### config.mk
export PLATFORM = sky130hd
export DESIGN_NAME = ex_result_stage
export DESIGN_NICKNAME = d
export VERILOG_FILES = /design/src/rtl/ex_result_stage.sv
export SDC_FILE = /design/constraint.sdc
export NUM_CORES = 1
export LEC_CHECK = 0
export BUFFER_PORTS_ARGS = -buffer_cell sky130_fd_sc_hd__buf_2
export CORE_AREA = 2 2 81 83
export CTS_BUF_LIST = sky130_fd_sc_hd__clkbuf_4
export DETAILED_ROUTE_END_ITERATION = 12
export DIE_AREA = 0 0 83 85
export PLACE_DENSITY = 0.71
export SLEW_MARGIN = 0
export SYNTH_ARGS = -nofsm -noshare
export SYNTH_HDL_FRONTEND = slang
export SYNTH_SLANG_ARGS = --single-unit
### constraint.sdc
create_clock -name clk -period 6.6 [get_ports clk]
set_input_delay 0.66 -clock clk [delete_from_list [all_inputs] [get_ports clk]]
set_output_delay 0.66 -clock clk [all_outputs]
set_load 0.01 [all_outputs]
### src/rtl/ex_result_stage.sv
// ex_result_stage: EX-stage result/branch resolution with a valid/ready output buffer.
// Each accepted operation is captured as {br_taken, br_target, result}.
// Macro EX_RESULT_SKID_EN selects a 2-entry skid FIFO with registered in_ready.
// When the macro is undefined, the buffer is a single output register with
// combinational in_ready.
module ex_result_stage #(
   parameter int unsigned OPERAND_WIDTH = 16
) (
   input  logic                     clk,
   input  logic                     rst,
   input  logic                     in_valid,
   output logic                     in_ready,
   input  logic [OPERAND_WIDTH-1:0] alu_out,
   input  logic [OPERAND_WIDTH-1:0] btr_out,
   input  logic                     seq,
   input  logic                     slt,
   input  logic                     sle,
   input  logic                     sco,
   input  logic                     beqz,
   input  logic                     bnez,
   input  logic                     bltz,
   input  logic                     bgez,
   input  logic [2:0]               res_sel,
   input  logic [2:0]               br_type,
   input  logic [OPERAND_WIDTH-1:0] pc_plus2,
   input  logic [OPERAND_WIDTH-1:0] br_offset,
   input  logic                     flush,
   output logic                     out_valid,
   input  logic                     out_ready,
   output logic [OPERAND_WIDTH-1:0] out_result,
   output logic                     br_taken,
   output logic [OPERAND_WIDTH-1:0] br_target,
   output logic [1:0]               occupancy
);

   localparam int unsigned EntryW = 2 * OPERAND_WIDTH + 1;

   logic [OPERAND_WIDTH-1:0] w_result;
   logic                     w_taken;
   logic [OPERAND_WIDTH-1:0] w_target;
   logic [EntryW-1:0]        w_entry;

   // Result select and branch condition decode for the incoming operation
   always_comb begin
      w_result = '0;
      w_taken  = 1'b0;
      case (res_sel)
         3'd0:    w_result = alu_out;
         3'd1:    w_result = btr_out;
         3'd2:    w_result = {{(OPERAND_WIDTH-1){1'b0}}, seq};
         3'd3:    w_result = {{(OPERAND_WIDTH-1){1'b0}}, slt};
         3'd4:    w_result = {{(OPERAND_WIDTH-1){1'b0}}, sle};
         3'd5:    w_result = {{(OPERAND_WIDTH-1){1'b0}}, sco};
         3'd6:    w_result = pc_plus2;
         default: w_result = '0;
      endcase
      case (br_type)
         3'd1:    w_taken = beqz;
         3'd2:    w_taken = bnez;
         3'd3:    w_taken = bltz;
         3'd4:    w_taken = bgez;
         3'd5:    w_taken = 1'b1;
         default: w_taken = 1'b0;
      endcase
      // Sum wraps modulo 2^OPERAND_WIDTH by truncation
      w_target = w_taken ? (pc_plus2 + br_offset) : pc_plus2;
      w_entry  = {w_taken, w_target, w_result};
   end

`ifdef EX_RESULT_SKID_EN

   typedef enum logic [1:0] {StEmpty, StOne, StTwo} state_e;

   state_e            r_state;
   state_e            w_state_next;
   logic              r_in_ready;
   logic [EntryW-1:0] r_head;
   logic [EntryW-1:0] r_tail;
   logic              w_accept;
   logic              w_deliver;
   logic              w_load_head;
   logic              w_load_tail;
   logic              w_head_from_tail;

   assign w_accept  = in_valid & r_in_ready;
   assign w_deliver = (r_state != StEmpty) & out_ready;

   // Next-state and entry load decode; flush wins over any handshake
   always_comb begin
      w_state_next     = r_state;
      w_load_head      = 1'b0;
      w_load_tail      = 1'b0;
      w_head_from_tail = 1'b0;
      if (flush) begin
         w_state_next = StEmpty;
      end else begin
         case (r_state)
            StEmpty: begin
               if (w_accept) begin
                  w_load_head  = 1'b1;
                  w_state_next = StOne;
               end
            end
            StOne: begin
               if (w_accept && w_deliver) begin
                  w_load_head = 1'b1;
               end else if (w_accept) begin
                  w_load_tail  = 1'b1;
                  w_state_next = StTwo;
               end else if (w_deliver) begin
                  w_state_next = StEmpty;
               end
            end
            StTwo: begin
               // in_ready is low here, so only a deliver can happen
               if (w_deliver) begin
                  w_head_from_tail = 1'b1;
                  w_state_next     = StOne;
               end
            end
            default: w_state_next = StEmpty;
         endcase
      end
   end

   // State register; in_ready is precomputed from the next state
   always_ff @(posedge clk) begin
      if (rst) begin
         r_state    <= StEmpty;
         r_in_ready <= 1'b1;
      end else begin
         r_state    <= w_state_next;
         r_in_ready <= (w_state_next != StTwo);
      end
   end

   // Entry storage; head drives the outputs and only moves on a handshake
   always_ff @(posedge clk) begin
      if (rst) begin
         r_head <= '0;
         r_tail <= '0;
      end else begin
         if (w_load_head) begin
            r_head <= w_entry;
         end else if (w_head_from_tail) begin
            r_head <= r_tail;
         end
         if (w_load_tail) begin
            r_tail <= w_entry;
         end
      end
   end

   // Output mapping from state and head entry
   always_comb begin
      in_ready   = r_in_ready;
      out_valid  = (r_state != StEmpty);
      out_result = r_head[OPERAND_WIDTH-1:0];
      br_target  = r_head[2*OPERAND_WIDTH-1:OPERAND_WIDTH];
      br_taken   = r_head[EntryW-1];
      case (r_state)
         StOne:   occupancy = 2'd1;
         StTwo:   occupancy = 2'd2;
         default: occupancy = 2'd0;
      endcase
   end

`else

   logic              r_valid;
   logic [EntryW-1:0] r_entry;
   logic              w_accept;
   logic              w_deliver;

   assign w_deliver = r_valid & out_ready;
   assign w_accept  = in_valid & in_ready;

   // Single output register; flush drops both the held and the incoming op
   always_ff @(posedge clk) begin
      if (rst) begin
         r_valid <= 1'b0;
         r_entry <= '0;
      end else if (flush) begin
         r_valid <= 1'b0;
      end else if (w_accept) begin
         r_valid <= 1'b1;
         r_entry <= w_entry;
      end else if (w_deliver) begin
         r_valid <= 1'b0;
      end
   end

   // Output mapping; in_ready passes out_ready through when full
   always_comb begin
      in_ready   = !r_valid || out_ready;
      out_valid  = r_valid;
      out_result = r_entry[OPERAND_WIDTH-1:0];
      br_target  = r_entry[2*OPERAND_WIDTH-1:OPERAND_WIDTH];
      br_taken   = r_entry[EntryW-1];
      occupancy  = {1'b0, r_valid};
   end

`endif

endmodule

==> flow_metrics.py <==
metrics = {
    "detailed_routing": {
        "ant_nets": 0,
        "first_iter_violations": 131,
        "via_per_inst": 5.52,
        "wire_per_inst_um": 15.4,
        "drc": 0,
        "first_pass_iters": 5,
        "drt_wl_total_mm": 7.55,
        "via_count": 2708,
    },
    "clocking": {
        "cts_hold_repair.buffers": 0,
        "clockBufferDepth": 2,
        "cts_made_buffers": 5,
        "clock-sinks": 34,
        "cts_tree": "yes",
        "ctsResizeCount": 0,
        "clk_pin_slew_worst_paths_ns": 0.11,
        "post_cts_buffers": 0,
        "htreeDepth": 2,
        "clock-root-buffer": "clkbuf_4",
        "clk_latency_ns": 0.33,
    },
    "job": {
        "drv_cap": 0,
    },
    "logic_synthesis": {
        "synth_cell_types": 52,
        "ys_warn_count": 0,
        "ys_ff_latch": 34,
        "yosys.area.top_type": "dfxtp_1",
        "synthArstFlopShare_pct": 0,
        "synthesis.nets": 402,
        "synth.most_common_cell": "nor2_1",
        "synthTopCellsByArea": "dfxtp_1, a22oi_1, ha_1, o21ai_0, nor2_1",
        "seq_area_frac_synth_pct": 28.1,
        "syn_avg_cell_area_um2": 7.99,
        "synth-edff-count": 0,
        "synthTopCellsByCount": "nor2_1, dfxtp_1, a22oi_1",
        "netlist_area_mm2": 0.00242,
        "yosysTopAreaCellShare_pct": 28.1,
        "synth_cells": 303,
        "ys.flop_type": "dfxtp_1",
    },
    "power_and_ir_drop": {
        "pwr-share-clk_pct": 22.4,
        "power.switching_mw": 0.179,
        "power_density_mw_per_mm2": 164,
        "total_power_mw": 0.510,
        "swShare_pct": 35.2,
        "internal_power_mw": 0.331,
        "ir_drop_mv": 0.0801,
        "comb_power_share_pct": 34.3,
        "power_frac_seq_pct": 43.3,
        "p_leak_nw": 1.39,
    },
    "sta": {
        "hold_viol": 0,
        "setup_viol": 0,
        "tightest_slew_ns": 1.28,
        "slew_headroom_pct": 14.7,
        "clock_skew_ns": 0.00723,
        "whs_ns": 0.461,
        "rsz0062_at_grt": "false",
        "min_period_over_period_pct": 39.2,
        "timing.fmax_mhz": 386,
        "slew_viol_final": 0,
        "finalSetupTns_ns": 0,
        "post-route-min-period_ns": 2.59,
    },
    "layout": {
        "fillers": 603,
        "nets": 512,
        "diodes": 0,
        "stdcell_count": 491,
        "areaGrowthSynthToFinish_pct": 28.3,
        "ff_latch_area_um2": 681,
        "drive_gt1_share_pct": 33.8,
        "multi_input_area_mm2": 0.00164,
    },
    "die": {
        "placementRows": 29,
        "io_pins": 120,
        "start_util_pct": 39.0,
        "die_area_mm2": 0.00706,
        "die_y_um": 85,
        "die_w_um": 83,
        "coreArea_mm2": 0.00620,
    },
    "setup_path": {
        "max_stage_delay_ns": 0.50,
        "crit_arrival_ns": 2.83,
        "cpMostUsedCell": "nand3_1",
        "crit_path_start_kind": "input port",
        "critPathSlowestCell": "a311oi_1",
        "cp_data_required_time_ns": 6.84,
        "crit_chain": "buf_2, ha_1, fa_1, a21o_2, nand3_1, a31oi_1, a311oi_1, nand3_1, a32o_1",
        "crit_fanout": 4,
        "endpoint_kind": "flip-flop",
        "critPathKind": "in2reg",
    },
    "grt": {
        "grt_usage_pct": 21.1,
        "antenna_found_initial": 0,
        "grt_pass1_wl_mm": 12.3,
        "grt_max_degree": 35,
        "grt_pass1_vias": 2585,
        "overflow": 0,
    },
    "placed_design": {
        "dp_hpwl_mm": 5.85,
        "portBuffers": 118,
        "dp_cells": 483,
        "gp_congestion": 0.813,
    },
    "outcome": {
        "outcome": "finished clean",
    },
    "min_path": {
        "holdCritPathClass": "reg2reg",
    },
}
path summary, 6_finish.rpt:
path	startpoint	slack, ns	end	cells after the start
min reg2reg	r_entry[18]	0.46	r_entry[18]	2
max	pc_plus2[0]	4.01	r_entry[30]	9
max reg2reg	out_valid	4.39	r_entry[8]	6
min	r_entry[18]	0.46	r_entry[18]	2
critical path, delay by kind of cell:
kind,cells,cell delay [ns]
AO/OA/AOI/OAI,4,1.17
adder cells (fa/ha/maj),2,0.64
buffers and inverters,1,0.11
AND/OR/NAND/NOR,2,0.23
layout make-up:
cell class	instances	area share, %
Inverter	6	0.725
Tap cell	77	3.10
Clock buffer	5	1.21
Sequential cell	34	21.9
Timing Repair Buffer	121	19.7
Multi-Input combinational cell	245	52.8
Clock inverter	3	0.524
per-stage QoR:
stage	util, %	area (µm²)	worst slack (ns)
after floorplan	-	2420	4.03
after global placement	49.2	3050	3.75
after detailed placement	49.2	3050	3.69
after CTS	50.1	3110	4.06
after global routing	50.1	3110	3.89
final	50.1	3110	4.01
power groups by stage:
stage	clock network [mW]	logic, mW	registers [mW]
2_1_floorplan	0	0.106	0.230
3_3_place_gp	0	0.170	0.225
3_5_place_dp	0	0.173	0.225
4_1_cts	0.121	0.175	0.221
5_1_grt	0.131	0.194	0.222
6_report	0.114	0.175	0.221
kinds of logic (layout without fill, tap and decap cells):
family | count (synthesis) | in the layout | share of synthesized area, %
AO/OA/AOI/OAI | 112 | 112 | 32.7
AND/OR/NAND/NOR | 94 | 94 | 17.8
flip-flops | 34 | 34 | 28.1
buffers and inverters | 24 | 135 | 4.14
adder cells (fa/ha/maj) | 16 | 16 | 8.58
XOR/XNOR | 12 | 12 | 4.34
multiplexers | 10 | 10 | 4.14
other | 1 | 1 | 0.155
cell usage in the layout (no fill, tap or decap), types with 2 or more instances in the layout:
cell | netlist | final
a211oi_1 | 8 | 8
a21oi_1 | 15 | 15
a22oi_1 | 32 | 32
a311oi_1 | 3 | 3
a31oi_1 | 4 | 4
and2_1 | 3 | 3
buf_2 | 2 | 118
buf_4 | 2 | 3
clkbuf_4 | 0 | 5
dfxtp_1 | 34 | 34
ha_1 | 15 | 15
inv_1 | 6 | 6
mux2i_1 | 10 | 10
nand2_1 | 29 | 29
nand2b_1 | 3 | 3
nand3_1 | 6 | 6
nor2_1 | 35 | 35
nor3_1 | 6 | 6
nor4b_1 | 3 | 3
o211ai_1 | 3 | 3
o21a_1 | 2 | 2
o21ai_0 | 27 | 27
o22ai_1 | 3 | 3
xnor2_1 | 5 | 5
xor2_1 | 7 | 7
sequential cells by signal (all words and copies together) (netlist names):
register   count
out_valid      1
r_entry       33
routing by layer:
layer / global-route usage [%] / wire length [µm] / up-vias
met5: 0 / 0 / -
met3: 5.74 / 490 / 11
li1: - / - / 1352
met1: 26.1 / 3340 / 1227
met2: 36.0 / 3580 / 118
met4: 6.41 / 140 / 0
(Power assumes the default switching activity.)
